===== config.mk =====
export PLATFORM = sky130hd
export DESIGN_NAME = serial_adder_seq_flat
export DESIGN_NICKNAME = d
export VERILOG_FILES = /design/src/rtl/serial_adder_seq_if.sv /design/src/rtl/serial_adder_seq.sv /design/src/flat_wrapper.sv
export SDC_FILE = /design/constraint.sdc
export NUM_CORES = 1
export LEC_CHECK = 0
export CORE_AREA = 3 3 56 58
export DETAILED_ROUTE_END_ITERATION = 8
export DIE_AREA = 0 0 59 61
export PLACE_DENSITY = 0.81
export SLEW_MARGIN = 20
export SYNTH_ARGS = -nofsm -noshare
export SYNTH_HDL_FRONTEND = slang
export SYNTH_SLANG_ARGS = --single-unit

===== constraint.sdc =====
create_clock -name clk -period 2.1 [get_ports clk]
set_input_delay 0.525 -clock clk [delete_from_list [all_inputs] [get_ports clk]]
set_output_delay 0.525 -clock clk [all_outputs]
set_load 0.005 [all_outputs]

===== src/rtl/serial_adder_seq_if.sv =====
// Handshake/operand bundle for serial_adder_seq.
// The ovf signal exists only when SERIAL_ADDER_OVF_EN is defined.
interface serial_adder_seq_if #(
  parameter int WIDTH = 6
);
  logic             start;
  logic             sub;
  logic [WIDTH-1:0] a;
  logic [WIDTH-1:0] b;
  logic             busy;
  logic             done;
  logic [WIDTH-1:0] sum;
  logic             cout;
`ifdef SERIAL_ADDER_OVF_EN
  logic             ovf;
`endif

  modport master (
    output start, sub, a, b,
    input  busy, done, sum, cout
`ifdef SERIAL_ADDER_OVF_EN
    , input ovf
`endif
  );

  modport slave (
    input  start, sub, a, b,
    output busy, done, sum, cout
`ifdef SERIAL_ADDER_OVF_EN
    , output ovf
`endif
  );
endinterface


===== src/rtl/serial_adder_seq.sv =====
// Multi-cycle add/subtract, DIGIT bits per clock with a registered carry.
// Define SERIAL_ADDER_OVF_EN to add the signed-overflow output bus.ovf.
module serial_adder_seq #(
  parameter int WIDTH = 6,
  parameter int DIGIT = 2
) (
  input logic                clk,
  input logic                rst_n,
  serial_adder_seq_if.slave  bus
);
  localparam int unsigned N  = WIDTH / DIGIT;
  localparam int unsigned CW = (N > 1) ? $clog2(N) : 1;

  if (WIDTH < 2) begin : g_bad_width
    $error("serial_adder_seq: WIDTH must be at least 2");
  end
  if (WIDTH % DIGIT != 0) begin : g_bad_digit
    $error("serial_adder_seq: DIGIT must divide WIDTH exactly");
  end

  typedef enum logic [1:0] {IDLE, BUSY, DONE} state_t;

  state_t             state;
  logic [WIDTH-1:0]   op_a;
  logic [WIDTH-1:0]   op_b;
  logic [WIDTH-1:0]   acc;
  logic               carry;
  logic [CW-1:0]      cnt;
  logic               busy_q;
  logic               done_q;
  logic [WIDTH-1:0]   sum_q;
  logic               cout_q;

  logic [DIGIT:0]       dig;
  logic [WIDTH+DIGIT-1:0] acc_cat;
  logic [WIDTH-1:0]     acc_next;

  always_comb begin
    dig      = {1'b0, op_a[DIGIT-1:0]} + {1'b0, op_b[DIGIT-1:0]} + {{DIGIT{1'b0}}, carry};
    // Concatenate-then-slice keeps the shift legal even when DIGIT == WIDTH.
    acc_cat  = {dig[DIGIT-1:0], acc};
    acc_next = acc_cat[WIDTH+DIGIT-1:DIGIT];
  end

`ifdef SERIAL_ADDER_OVF_EN
  logic ovf_q;
  logic msb_carry_in;
  // On the last digit the low bits of op_a/op_b are the operand MSB digit.
  assign msb_carry_in = op_a[DIGIT-1] ^ op_b[DIGIT-1] ^ dig[DIGIT-1];
  assign bus.ovf      = ovf_q;
`endif

  always_ff @(posedge clk) begin
    if (!rst_n) begin
      state  <= IDLE;
      op_a   <= '0;
      op_b   <= '0;
      acc    <= '0;
      carry  <= 1'b0;
      cnt    <= '0;
      busy_q <= 1'b0;
      done_q <= 1'b0;
      sum_q  <= '0;
      cout_q <= 1'b0;
`ifdef SERIAL_ADDER_OVF_EN
      ovf_q  <= 1'b0;
`endif
    end else begin
      done_q <= 1'b0;
      case (state)
        IDLE, DONE: begin
          if (bus.start) begin
            op_a   <= bus.a;
            op_b   <= bus.sub ? ~bus.b : bus.b;
            carry  <= bus.sub;
            cnt    <= '0;
            acc    <= '0;
            state  <= BUSY;
            busy_q <= 1'b1;
          end else begin
            state  <= IDLE;
            busy_q <= 1'b0;
          end
        end
        BUSY: begin
          acc   <= acc_next;
          op_a  <= op_a >> DIGIT;
          op_b  <= op_b >> DIGIT;
          carry <= dig[DIGIT];
          cnt   <= cnt + CW'(1);
          if (cnt == CW'(N - 1)) begin
            sum_q  <= acc_next;
            cout_q <= dig[DIGIT];
`ifdef SERIAL_ADDER_OVF_EN
            ovf_q  <= msb_carry_in ^ dig[DIGIT];
`endif
            state  <= DONE;
            busy_q <= 1'b0;
            done_q <= 1'b1;
          end
        end
        default: begin
          state  <= IDLE;
          busy_q <= 1'b0;
        end
      endcase
    end
  end

  assign bus.busy = busy_q;
  assign bus.done = done_q;
  assign bus.sum  = sum_q;
  assign bus.cout = cout_q;
endmodule


===== src/flat_wrapper.sv =====
// flat-port wrapper written by rule: the top's interface ports become plain ports
module serial_adder_seq_flat 
#(
  parameter int WIDTH = 6,
  parameter int DIGIT = 2
)
  (clk, rst_n, bus_start, bus_sub, bus_a, bus_b, bus_busy, bus_done, bus_sum, bus_cout);
  serial_adder_seq_if #(.WIDTH(WIDTH)) bus_i ();
  input logic clk;
  input logic rst_n;
  input wire logic [$bits(bus_i.start)-1:0] bus_start;
  input wire logic [$bits(bus_i.sub)-1:0] bus_sub;
  input wire logic [$bits(bus_i.a)-1:0] bus_a;
  input wire logic [$bits(bus_i.b)-1:0] bus_b;
  output wire logic [$bits(bus_i.busy)-1:0] bus_busy;
  output wire logic [$bits(bus_i.done)-1:0] bus_done;
  output wire logic [$bits(bus_i.sum)-1:0] bus_sum;
  output wire logic [$bits(bus_i.cout)-1:0] bus_cout;
  assign bus_i.start = bus_start;
  assign bus_i.sub = bus_sub;
  assign bus_i.a = bus_a;
  assign bus_i.b = bus_b;
  assign bus_busy = bus_i.busy;
  assign bus_done = bus_i.done;
  assign bus_sum = bus_i.sum;
  assign bus_cout = bus_i.cout;
  serial_adder_seq #(.WIDTH(WIDTH), .DIGIT(DIGIT)) u_core (.clk(clk), .rst_n(rst_n), .bus(bus_i));
endmodule

==> summary by stage, run 1 <==
GRT
The total global routing overflow is 0. The global-route track usage on met3 is 0.0511. The wire length of the first global-routing pass is 4330 um.

The peak-usage layer in the global routing report is met2. Entering global routing, the biggest net connects 31 pins. The met1 demand-to-capacity share in global routing is 0.188. The number of global-route vias before repair was approximately 990. The overall fraction of global-route tracks in use is 0.164. The initial antenna violation count was 0.

The global routing met2 resource utilization is 0.279.

Final layout
The most common cell after layout, fill and taps aside is sky130_fd_sc_hd__dfxtp_1. The layout has about 270 filler cells. For this run, the share of the core covered by cells in the final layout is 0.606. The final net count is 180. The final non-filler cell area is 1640 sq um.

The count of antenna diodes in the layout is 0. In the final layout, the share of cells above drive strength 1 is 0.0683. The area growth from synthesis to layout is 24.2%. The library cells used most frequently in the layout, excluding fill and tap cells, are sky130_fd_sc_hd__dfxtp_1, sky130_fd_sc_hd__clkdlybuf4s50_1, sky130_fd_sc_hd__nand3_1, sky130_fd_sc_hd__a21boi_0, sky130_fd_sc_hd__nand2_1.

Power
The proportion of power drawn by combinational gates is 0.126. Summed over all nets, the switching power comes to roughly 290 uW. The total internal power is approximately 950 uW. Of the total power, registers draw 0.493. In this run the static leakage power is roughly 0.00063 uW. The total power consumption of the routed design is 1240 uW. The ratio of total power to cell area is between 700 and 800 nW/um^2. Of the total power, the clock network draws 0.382. The worst-case IR drop observed on VDD is between 400 and 500 uV. Of the total power, the share spent switching nets is 0.235.

Logic synthesis
Of the post-synthesis cell area, the dominant cell type holds 0.455. sky130_fd_sc_hd__dfxtp_1 takes more of the synthesized area than any other cell. In the synthesized netlist, the number of instances is ~140. The Yosys step of the flow raised 0 warnings.

For this run, the register share of the synthesized area comes to 0.455. In this run the mean area of a mapped cell was 9.51 sq um. Ranked by total cell area, the synthesized netlist is headed by sky130_fd_sc_hd__dfxtp_1, sky130_fd_sc_hd__a21boi_0, sky130_fd_sc_hd__nand3_1. The synthesis-stage register bit count is 30.

The post-synthesis cell area is 1320 sq um. After synthesis, the netlist uses 28 different library cells. When the netlist entered floorplanning its net count stood at 158.

Outcome
The flow ran to the end, and the final reports show no timing, DRC or antenna violations.

STA
The final count of pins violating max slew is 0. The worst setup margin is ~320 ps. Derived from the worst setup path, the maximum achievable clock frequency is between 500 and 600 MHz. The transition time at the pin with the least slew margin is around 840 ps. Across the routed clock network, the largest skew measured is 9.94 ps. The smallest clock period supported by the final layout is computed as 1780 ps. The setup TNS after final layout is 0 ps. The worst relative slew slack is 0.442.

The number of endpoints with negative hold slack in the final report came to 0. Setup repair after global routing left no endpoint under its margin. Dividing the final minimum period by the clock period gives 0.848. The total of endpoints with negative setup slack in the final report is 0.

Placed design
The worst setup timing slack at the placement stage is 228 ps. Buffers placed on the I/O ports in this run total 24. The congestion estimate from routability-driven global placement came to 0.769. The sum of net half-perimeters after detailed placement is 1910 um. After detailed placement, the total cell area comes to around 1600 sq um.

Min path
The path class of the tightest hold or removal check is reg2reg. Counting instances, the worst hold path has a depth of 2.

Critical path
The category of the worst setup path launch point is a register. In this run the worst path has a maximum fanout of 2. The sort of element at the end of the critical path is a register. The worst endpoint data arrival time is approximately 2000 ps. STA puts the critical path data required time at 2330 ps. Measured in cells, the most critical reg-to-reg path has a length of 5. By startpoint and endpoint, the worst setup path is classified as reg2reg.

Clock network
The library cell used as clock root buffer is sky130_fd_sc_hd__clkbuf_4. The count of H-tree levels built during CTS is 2. The number of clock buffers added by TritonCTS is 5. The clock sink total is 30. The clock latency on the worst-skew pair is 330 ps. The number of post-CTS setup repair buffers is 0. The TritonCTS clock tree is built.

The clock transition at the registers of the reported paths is about 100 ps. Hold repair after CTS inserted 0 buffers. The worst-case clock buffer depth is 2. Gates resized during post-CTS repair numbered 0.

Floorplan
The starting density of the core is 0.488. Pin placement for this block handled 25 I/O pins. The floorplan step set the die width to just under 60 um. The number of standard-cell rows in the floorplan is 19. The area enclosed by the die boundary is about 3600 sq um. The core area is between 2000 and 3000 sq um. The die is between 60 and 70 um tall.

Detailed routing
In this run, the number of DRC markers left after iteration 0 of detailed routing was 52. The average wire per standard cell is roughly 14 um. The post-route antenna net violation count is 0. The length of the first detailed-routing pass in iterations is 4.

The via total after detailed routing is between 1000 and 1500. The DRC violation count after routing is 0. The final wirelength is ~2600 um.

The per-cell via count in the routed design is 5.43.

Job
The number of max-cap violations is 0.
## power groups by stage
stage                     Combinational (uW)  Sequential (uW)  Clock, uW
after floorplan                          102              620          0
after global placement                   149              623          0
after detailed placement                 156              625          0
after CTS                                157              612        477
after global routing                     174              615        499
final                                    156              612        474
## routing by layer
| metal | part of all wire | vias to the layer above |
|---|---|---|
| li1 | - | 518 |
| met1 | 0.41 | 487 |
| met2 | 0.51 | 31 |
| met3 | 0.062 | 7 |
| met4 | 0.017 | 0 |
| met5 | 0 | - |
## cell type report
class | count | area, sq um | area share
multi-input cells | 91 | 636 | 0.387
clock buffers | 6 | 51.3 | 0.0313
repair buffers | 27 | 263 | 0.160
well taps | 31 | 38.8 | 0.0236
clock inverters | 1 | 30.0 | 0.0183
flip-flops and latches | 30 | 601 | 0.366
inverters | 6 | 22.5 | 0.0137
## per-stage QoR
step	hold slack, ps	cells
2_1_floorplan	449	139
3_3_place_gp	464	185
3_5_place_dp	472	185
4_1_cts	486	192
5_1_grt	505	192
6_report	482	192
## worst max-delay path, cell delays in order (launching register included)
cell and delay (ps):
sky130_fd_sc_hd__dfxtp_1 350, sky130_fd_sc_hd__inv_1 60, sky130_fd_sc_hd__fa_1 440, sky130_fd_sc_hd__fa_1 570, sky130_fd_sc_hd__nor2_1 50, sky130_fd_sc_hd__o21a_1 210
## flip-flops by register name (all words and copies together), names as in the netlist
| signal | flops |
|---|---|
| u_core.acc | 4 |
| u_core.bus.busy | 1 |
| u_core.bus.cout | 1 |
| u_core.bus.done | 1 |
| u_core.bus.sum | 6 |
| u_core.carry | 1 |
| u_core.cnt | 2 |
| u_core.op_a | 6 |
| u_core.op_b | 6 |
| u_core.state | 2 |
## final timing paths
kind | start | end | slack (ps)
worst max-delay path | u_core.carry | u_core.acc[5] | 320
worst min register to register | u_core.op_a[4] | u_core.op_a[4] | 480
worst max register to register | u_core.carry | u_core.acc[5] | 320
worst min-delay path | u_core.op_a[4] | u_core.op_a[4] | 480
## cells in the mapped netlist
library cell and count:
sky130_fd_sc_hd__a21boi_0 15, sky130_fd_sc_hd__a21boi_1 1, sky130_fd_sc_hd__a22oi_1 8, sky130_fd_sc_hd__a2bb2oi_1 1
sky130_fd_sc_hd__and2_1 3, sky130_fd_sc_hd__and2b_1 1, sky130_fd_sc_hd__and3_1 3, sky130_fd_sc_hd__and3b_1 1
sky130_fd_sc_hd__buf_2 8, sky130_fd_sc_hd__buf_6 1, sky130_fd_sc_hd__clkbuf_1 3, sky130_fd_sc_hd__dfxtp_1 30
sky130_fd_sc_hd__fa_1 2, sky130_fd_sc_hd__ha_1 1, sky130_fd_sc_hd__inv_1 6, sky130_fd_sc_hd__mux2i_1 4
sky130_fd_sc_hd__nand2_1 9, sky130_fd_sc_hd__nand2b_1 2, sky130_fd_sc_hd__nand3_1 15, sky130_fd_sc_hd__nand3b_1 1
sky130_fd_sc_hd__nor2_1 4, sky130_fd_sc_hd__nor2b_1 4, sky130_fd_sc_hd__nor2b_2 1, sky130_fd_sc_hd__nor3_1 1
sky130_fd_sc_hd__o211a_1 3, sky130_fd_sc_hd__o21a_1 4, sky130_fd_sc_hd__o21ai_0 1, sky130_fd_sc_hd__xor2_1 6
## kinds of logic after synthesis
group                    share of synthesized area
adder cells (fa/ha/maj)                     0.0398
AO/OA/AOI/OAI                                0.192
AND/OR/NAND/NOR                              0.179
flip-flops                                   0.455
XOR/XNOR                                    0.0398
buffers and inverters                       0.0644
multiplexers                                0.0303
No activity file was read; power rests on OpenSTA's default activity.
==> run 2, diff against run 1 <==
--- a/config.mk
+++ b/config.mk
@@ -5,10 +5,10 @@
 export SDC_FILE = /design/constraint.sdc
 export NUM_CORES = 1
 export LEC_CHECK = 0
-export CORE_AREA = 3 3 56 58
+export CORE_AREA = 3 3 59 61
 export DETAILED_ROUTE_END_ITERATION = 8
-export DIE_AREA = 0 0 59 61
-export PLACE_DENSITY = 0.81
+export DIE_AREA = 0 0 62 64
+export PLACE_DENSITY = 0.77
 export SLEW_MARGIN = 20
 export SYNTH_ARGS = -nofsm -noshare
 export SYNTH_HDL_FRONTEND = slang
==> constraint.sdc (replaced) <==
create_clock -name clk -period 1.6 [get_ports clk]
set_input_delay 0.4 -clock clk [delete_from_list [all_inputs] [get_ports clk]]
set_output_delay 0.4 -clock clk [all_outputs]
set_load 0.005 [all_outputs]
==> run 2 against run 1 <==
  * Hold slack got worse by 7.3 ps
  * Utilization decreased by 3.8 points
  * Clock skew decreased by 4.2 ps
  * Maximum frequency increased by 12%
  * Critical path depth unchanged
  * Via count increased by 0.96%
  * Worst setup slack got worse by 310 ps
  * Power increased by 20%
  * Critical path type unchanged
==> summary by stage, run 2 (synthesis results as in run 1) <==
Outcome
Result of the run: finished, final reports clean (unchanged).

Clock network
The count of H-tree levels built during CTS came to 2 (unchanged). The worst-case clock buffer depth is 2 (unchanged). The total CTS buffers is 5 (unchanged). The cts-stage hold buffer count is 0 (unchanged).

The clock sink total is 30 (unchanged). The library cell used as clock root buffer is sky130_fd_sc_hd__clkbuf_4 (unchanged). The TritonCTS clock tree is built (unchanged). The number of post-CTS setup repair buffers is 0 (unchanged).

The clock latency on the worst-skew pair is 330 ps (about the same). The clock transition at the registers of the reported paths is 90 ps (was 100 ps).

Placed design
The worst setup timing slack at the placement stage was -53.7 ps (was 228 ps). The final weighted congestion in routability-driven placement came to 0.727 (was 0.769). The count of placed standard cells including taps is 203 (was 185).

The count of buffers inserted at the top-level ports came to 24 (unchanged). The sum of net half-perimeters after detailed placement is 2000 um (was 1910 um). The total cell area at the placement stage came to 1630 sq um (was 1560 sq um).

Final layout
The total area of multi-input combinational cells is 642 sq um (was 636 sq um). The area used by sequential logic in the layout came to 611 sq um (was 601 sq um). The final standard cell utilization of the core is 0.568 (was 0.606). The number of cells in the finished layout apart from fillers is 211 (was 192). Commonest non-fill, non-tap cells in the layout: sky130_fd_sc_hd__dfxtp_1, sky130_fd_sc_hd__clkdlybuf4s50_1, sky130_fd_sc_hd__nand3_1 (was sky130_fd_sc_hd__dfxtp_1, sky130_fd_sc_hd__clkdlybuf4s50_1, sky130_fd_sc_hd__nand3_1, sky130_fd_sc_hd__a21boi_0, sky130_fd_sc_hd__nand2_1).

The relative area change from synthesis to final layout is 30.2% (was 24.2%). The ratio of cells with drive above 1 in the final layout is 0.174 (was 0.0683). The fill cell instance count of the final layout is 272 (was 268). The most common cell after layout, fill and taps aside is sky130_fd_sc_hd__dfxtp_1 (unchanged). The final net count is 185 (was 180). The count of antenna diodes in the layout came to 0 (unchanged).

The final non-filler cell area is 1720 sq um (was 1640 sq um).

STA
The worst setup margin is 3.85 ps (was 318 ps). The time the worst path needs with I/O delays and setup is 1600 ps (was 1780 ps). The worst relative slew slack is 0.707 (was 0.442).

The total of endpoints with negative setup slack in the final report is 0 (unchanged). Setup repair after global routing missed its margin: yes (was no). The transition time at the pin with the least slew margin is 439 ps (was 837 ps).

The number of endpoints with negative hold slack in the final report is 0 (unchanged). The clock tree skew after final layout came to 5.77 ps (was 9.94 ps). The maximum frequency from static timing analysis came to 627 MHz (was 561 MHz). The setup TNS after final layout is 0 ps (unchanged).

The final clock period utilization by the worst path is 0.998 (was 0.848). The final count of pins violating max slew is 0 (unchanged).

Floorplan
The number of standard-cell rows in the floorplan was 20 (was 19). The core area came to 3030 sq um (was 2710 sq um). The area enclosed by the die boundary came to 3970 sq um (was 3600 sq um). The width of the die is 62 um (was 59 um). The die height is 64 um (was 61 um). The starting density of the core came to 0.436 (was 0.488). The number of top-level design ports was 25 (unchanged).

Job
The number of max-cap violations is 0 (unchanged).

Detailed routing
The DRC violation total after the first TritonRoute iteration was 23 (was 52). The final wirelength was 2720 um (was 2640 um). The via total after detailed routing was 1053 (was 1043). The DRC violation count after routing is 0 (unchanged). The length of the first detailed-routing pass in iterations came to 4 (unchanged). The average wire per standard cell is 12.9 um (was 13.8 um). The post-route antenna net violation count is 0 (unchanged). The per-cell via count in the routed design was 4.99 (was 5.43).

Power
The worst supply voltage drop on vdd is 523 uV (was 490 uV). The ratio of total power to cell area is 868 nW/um^2 (was 756 nW/um^2). The leakage power was 0.000785 uW (was 0.000631 uW).

Critical path
The peak fanout along the critical path is 2 (unchanged). The required time of the worst setup path is 1840 ps (was 2330 ps). The category of the worst setup path launch point is a register (unchanged). The sort of element at the end of the critical path is a register (unchanged).

The category of the most critical setup path is reg2reg (unchanged). The cell count of the worst reg-to-reg path is 5 (unchanged). The worst endpoint data arrival time was 1830 ps (was 2010 ps).

GRT
The overall fraction of global-route tracks in use came to 0.160 (was 0.164). The largest net degree at the start of global routing is 31 (unchanged). The wire length of the first global-routing pass was 4660 um (was 4330 um). The number of global-route vias before repair is 1087 (was 993). The initial antenna violation count is 0 (unchanged). The total global routing overflow was 0 (unchanged).

Min path
The number of cells on the worst hold path is 2 (unchanged). The path type of the worst min-delay path was reg2reg (unchanged).
-- run 2: cell count changes in the layout (fill, tap and decap cells not counted), sizes merged --
cell and change:
buf +5, clkinv +1, clkdlybuf4s50 -7, dlymetal6s2s +7, clkbuf +1, bufinv -1
-- run 2: timing repair --
item | CTS | global route
resized for setup | 5 | 15
endpoints found under the hold margin | 0 | 0
endpoints found under the setup margin | 4 | 16
pin swaps | 4 | 3
-- run 2: metal layers --
metal  global-route usage  part of all wire  vias to the layer above
met2                0.272              0.52                       22
met5                    0                 0                        -
met1                0.167              0.41                      495
met3               0.0485             0.042                        9
met4               0.0875             0.031                        0
li1                     -                 -                      527
-- run 2: final timing paths --
path	from	endpoint	slack, ps
setup / recovery	u_core.carry	u_core.acc[5]	4
hold / removal	u_core.op_b[0]	u_core.op_b[0]	470
setup reg to reg	u_core.carry	u_core.acc[5]	4
hold reg to reg	u_core.op_b[0]	u_core.op_b[0]	470
-- run 2: layout make-up --
cell class / count / area share
flip-flops and latches: 30 / 0.355
inverters: 6 / 0.0131
multi-input cells: 91 / 0.373
clock buffers: 7 / 0.0320
clock inverters: 1 / 0.00291
repair buffers: 32 / 0.192
well taps: 44 / 0.0320
-- run 2: through the flow --
step | total power (uW) | hold WS, ps
6_report | 1490 | 474
3_5_place_dp | 1050 | 468
4_1_cts | 1510 | 481
2_1_floorplan | 949 | 449
3_3_place_gp | 1030 | 464
5_1_grt | 1570 | 495
-- run 2: power by group --
group	internal, uW	switching (uW)
combinational	117	108
sequential	783	21.0
clock	212	251
total	1110	380
-- run 2: worst max-delay path, stage by stage (launching register included) --
cell and delay, ps:
sky130_fd_sc_hd__dfxtp_2 340, sky130_fd_sc_hd__inv_2 40, sky130_fd_sc_hd__fa_2 380, sky130_fd_sc_hd__fa_1 520
sky130_fd_sc_hd__nor2_1 40, sky130_fd_sc_hd__o21a_1 190
==> run 3, diff against run 2 <==
--- a/config.mk
+++ b/config.mk
@@ -8,6 +8,7 @@
 export CORE_AREA = 3 3 59 61
 export DETAILED_ROUTE_END_ITERATION = 8
 export DIE_AREA = 0 0 62 64
+export GPL_TIMING_DRIVEN = 0
 export PLACE_DENSITY = 0.77
 export SLEW_MARGIN = 20
 export SYNTH_ARGS = -nofsm -noshare
==> run 3 against run 2 <==
  * Utilization down 1.4 points
  * Die area unchanged
  * Highest routed layer unchanged
  * Final area down 2.5%
  * Sequential share of layout area up 0.78 points
  * Register-to-register slack about the same
  * Maximum frequency down 0.81%
  * Critical path type unchanged
  * The run now ends with negative setup slack left
  * Flip-flop and latch count unchanged
  * Clock power about the same
  * Hold slack worse by 35 ps
  * Combinational power down 7%
  * Non-clock buffer count up 2
==> summary by stage, run 3 (synthesis results as in run 1) <==
Clock network
The count of H-tree levels built during CTS is 2 (unchanged). The library cell used as clock root buffer is sky130_fd_sc_hd__clkbuf_4 (unchanged). The worst-case clock buffer depth is 2 (unchanged). The clock sink total was 30 (unchanged). The TritonCTS clock tree was built (unchanged). The clock transition at the registers of the reported paths is 100 ps (was 90 ps). The number of post-CTS setup repair buffers is 0 (unchanged). The total CTS buffers is 5 (unchanged). The clock latency on the worst-skew pair came to 320 ps (was 330 ps).

Min path
The number of cells on the worst hold path is 2 (unchanged). The end of the worst hold path is u_core.bus.cout (was u_core.op_b[0]). The launch instance of the worst min-delay path is rst_n (was u_core.op_b[0]). The path type of the worst min-delay path is in2reg (was reg2reg).

GRT
The total global routing overflow is 0 (unchanged). The initial antenna violation count is 0 (unchanged). The wire length of the first global-routing pass is 4160 um (was 4660 um). The number of global-route vias before repair is 973 (was 1087). The largest net degree at the start of global routing is 11 (was 31). The overall fraction of global-route tracks in use is 0.145 (was 0.160).

Critical path
The library cell contributing the largest single delay on the critical path is sky130_fd_sc_hd__fa_1 (unchanged). The cell count of the worst reg-to-reg path is 5 (unchanged). The capture point of the worst reg-to-reg path is u_core.acc[5] (unchanged). The category of the worst setup path launch point is a register (unchanged). The worst-case register-to-register setup slack is -9 ps (was 4 ps).

The buffering stage count on the worst path with inverters included is 1 (unchanged). The worst endpoint data arrival time came to 1830 ps (about the same). The category of the most critical setup path is reg2reg (unchanged). The stage delay of the slowest cell on the critical path is 530 ps (was 520 ps). CP Cell Sequence: inv_2, fa_2, fa_1, nor2_1, o21a_1 (unchanged). The sort of element at the end of the critical path was a register (unchanged). The peak fanout along the critical path is 2 (unchanged). The beginning of the worst register-to-register path is u_core.op_a[0] (was u_core.carry).

The required time of the worst setup path is 1820 ps (was 1840 ps). The kind of cell adding the most delay to the critical path is adder cells (unchanged).

Floorplan
The area enclosed by the die boundary is 3970 sq um (unchanged). The starting density of the core was 0.436 (unchanged). The number of top-level design ports was 25 (unchanged). The core area came to 3030 sq um (unchanged).

The number of standard-cell rows in the floorplan was 20 (unchanged). The die height is 64 um (unchanged). The width of the die is 62 um (unchanged).

STA
The time the worst path needs with I/O delays and setup is 1610 ps (was 1600 ps). The clock tree skew after final layout is 8.83 ps (was 5.77 ps). The maximum frequency from static timing analysis is 621 MHz (was 627 MHz). The worst relative slew slack is 0.753 (was 0.707). The total of endpoints with negative setup slack in the final report came to 1 (was 0). The setup TNS after final layout is -9.12 ps (was 0 ps).

The number of endpoints with negative hold slack in the final report is 0 (unchanged). The final count of pins violating max slew is 0 (unchanged). The transition time at the pin with the least slew margin was 371 ps (was 439 ps). Setup repair after global routing missed its margin: yes (unchanged). The final clock period utilization by the worst path is 1.01 (was 0.998). The worst setup margin is -9.12 ps (was 3.85 ps).

Final layout
The fill cell instance count of the final layout was 261 (was 272). Commonest non-fill, non-tap cells in the layout: sky130_fd_sc_hd__dfxtp_1, sky130_fd_sc_hd__clkdlybuf4s50_1, sky130_fd_sc_hd__nand3_1, sky130_fd_sc_hd__a21boi_0, sky130_fd_sc_hd__nand2_1 (was sky130_fd_sc_hd__dfxtp_1, sky130_fd_sc_hd__clkdlybuf4s50_1, sky130_fd_sc_hd__nand3_1). The final standard cell utilization of the core came to 0.554 (was 0.568). The count of antenna diodes in the layout is 0 (unchanged).

The most common cell after layout, fill and taps aside is sky130_fd_sc_hd__dfxtp_1 (unchanged). The final net count came to 187 (was 185). The relative area change from synthesis to final layout is 26.9% (was 30.2%). The ratio of cells with drive above 1 in the final layout is 0.148 (was 0.174).

Power
The total power consumption of the routed design was 1480 uW (was 1490 uW). The leakage power came to 0.000720 uW (was 0.000785 uW). The ratio of total power to cell area is 880 nW/um^2 (was 868 nW/um^2). The worst supply voltage drop on vdd was 526 uV (was 523 uV).

Placed design
The count of buffers inserted at the top-level ports is 22 (was 24). The final weighted congestion in routability-driven placement is 0.792 (was 0.727). The sum of net half-perimeters after detailed placement is 2000 um (about the same).

Detailed routing
The length of the first detailed-routing pass in iterations is 4 (unchanged). The via total after detailed routing is 1044 (was 1053). The final wirelength is 2640 um (was 2720 um). The DRC violation total after the first TritonRoute iteration is 40 (was 23). The post-route antenna net violation count is 0 (unchanged). The average wire per standard cell is 12.4 um (was 12.9 um).

The DRC violation count after routing is 0 (unchanged). The per-cell via count in the routed design is 4.90 (was 4.99).

Outcome
Result of the run: finished with violations (was finished, final reports clean). The final reports fail on negative setup slack.

Job
The number of max-cap violations came to 0 (unchanged).
[run 3: cell count changes in the layout (fill, tap and decap cells not counted), sizes merged]
cell / change
buf: +1
clkbuf: +3
clkdlybuf4s50: +1
dlymetal6s2s: -3
[run 3: power breakdown]
group / switching, uW / internal, uW / leakage (uW)
clock network: 250 / 213 / 0.0000353
logic: 107 / 103 / 0.000437
registers: 20.4 / 783 / 0.000247
[run 3: how the worst max path moves through the flow]
stage,startpoint,end,cells after the start
floorplan,u_core.carry,u_core.acc[5],5
global placement,bus_start,u_core.cnt[0],5
detailed placement,bus_start,u_core.cnt[0],5
CTS,u_core.op_a[0],u_core.acc[5],5
global route,u_core.op_a[0],u_core.acc[5],5
finish,u_core.op_a[0],u_core.acc[5],5
[run 3: cell type report]
type                            instances  area, sq um  area share
Buffer                                 12         62.6      0.0373
Timing Repair Buffer                   22          230       0.137
Sequential cell                        30          608       0.363
Clock buffer                            7         55.1      0.0328
Clock inverter                          1         5.00     0.00299
Multi-Input combinational cell         91          638       0.381
Tap cell                               44         55.1      0.0328
Inverter                                6         22.5      0.0134
[run 3: worst reg2reg max path, cell delays in order (launching register included)]
cell	delay [ps]
sky130_fd_sc_hd__dfxtp_2	340
sky130_fd_sc_hd__inv_2	40
sky130_fd_sc_hd__fa_2	380
sky130_fd_sc_hd__fa_1	530
sky130_fd_sc_hd__nor2_1	50
sky130_fd_sc_hd__o21a_1	160
[run 3: per-stage QoR]
stage	instance area (sq um)	setup WS (ps)	hold slack (ps)	std cells
floorplan	1320	49.0	449	139
detailed placement	1600	-188	471	205
global placement	1600	-150	464	205
CTS	1660	-44.0	446	213
finish	1680	-9.12	439	213
global route	1680	-39.5	449	213
[run 3: layer usage]
layer,wire (um),share of wire,vias up,track usage
li1,-,-,532,-
met1,1180,0.45,483,0.163
met2,1280,0.48,24,0.233
met3,132,0.050,5,0.0444
met4,56,0.021,0,0.0796
met5,0,0,-,0
[run 3: timing repair]
action,in CTS,in global routing
pin swaps,5,2
resized for setup,3,8
hold buffers,0,0
setup endpoints to repair,3,9
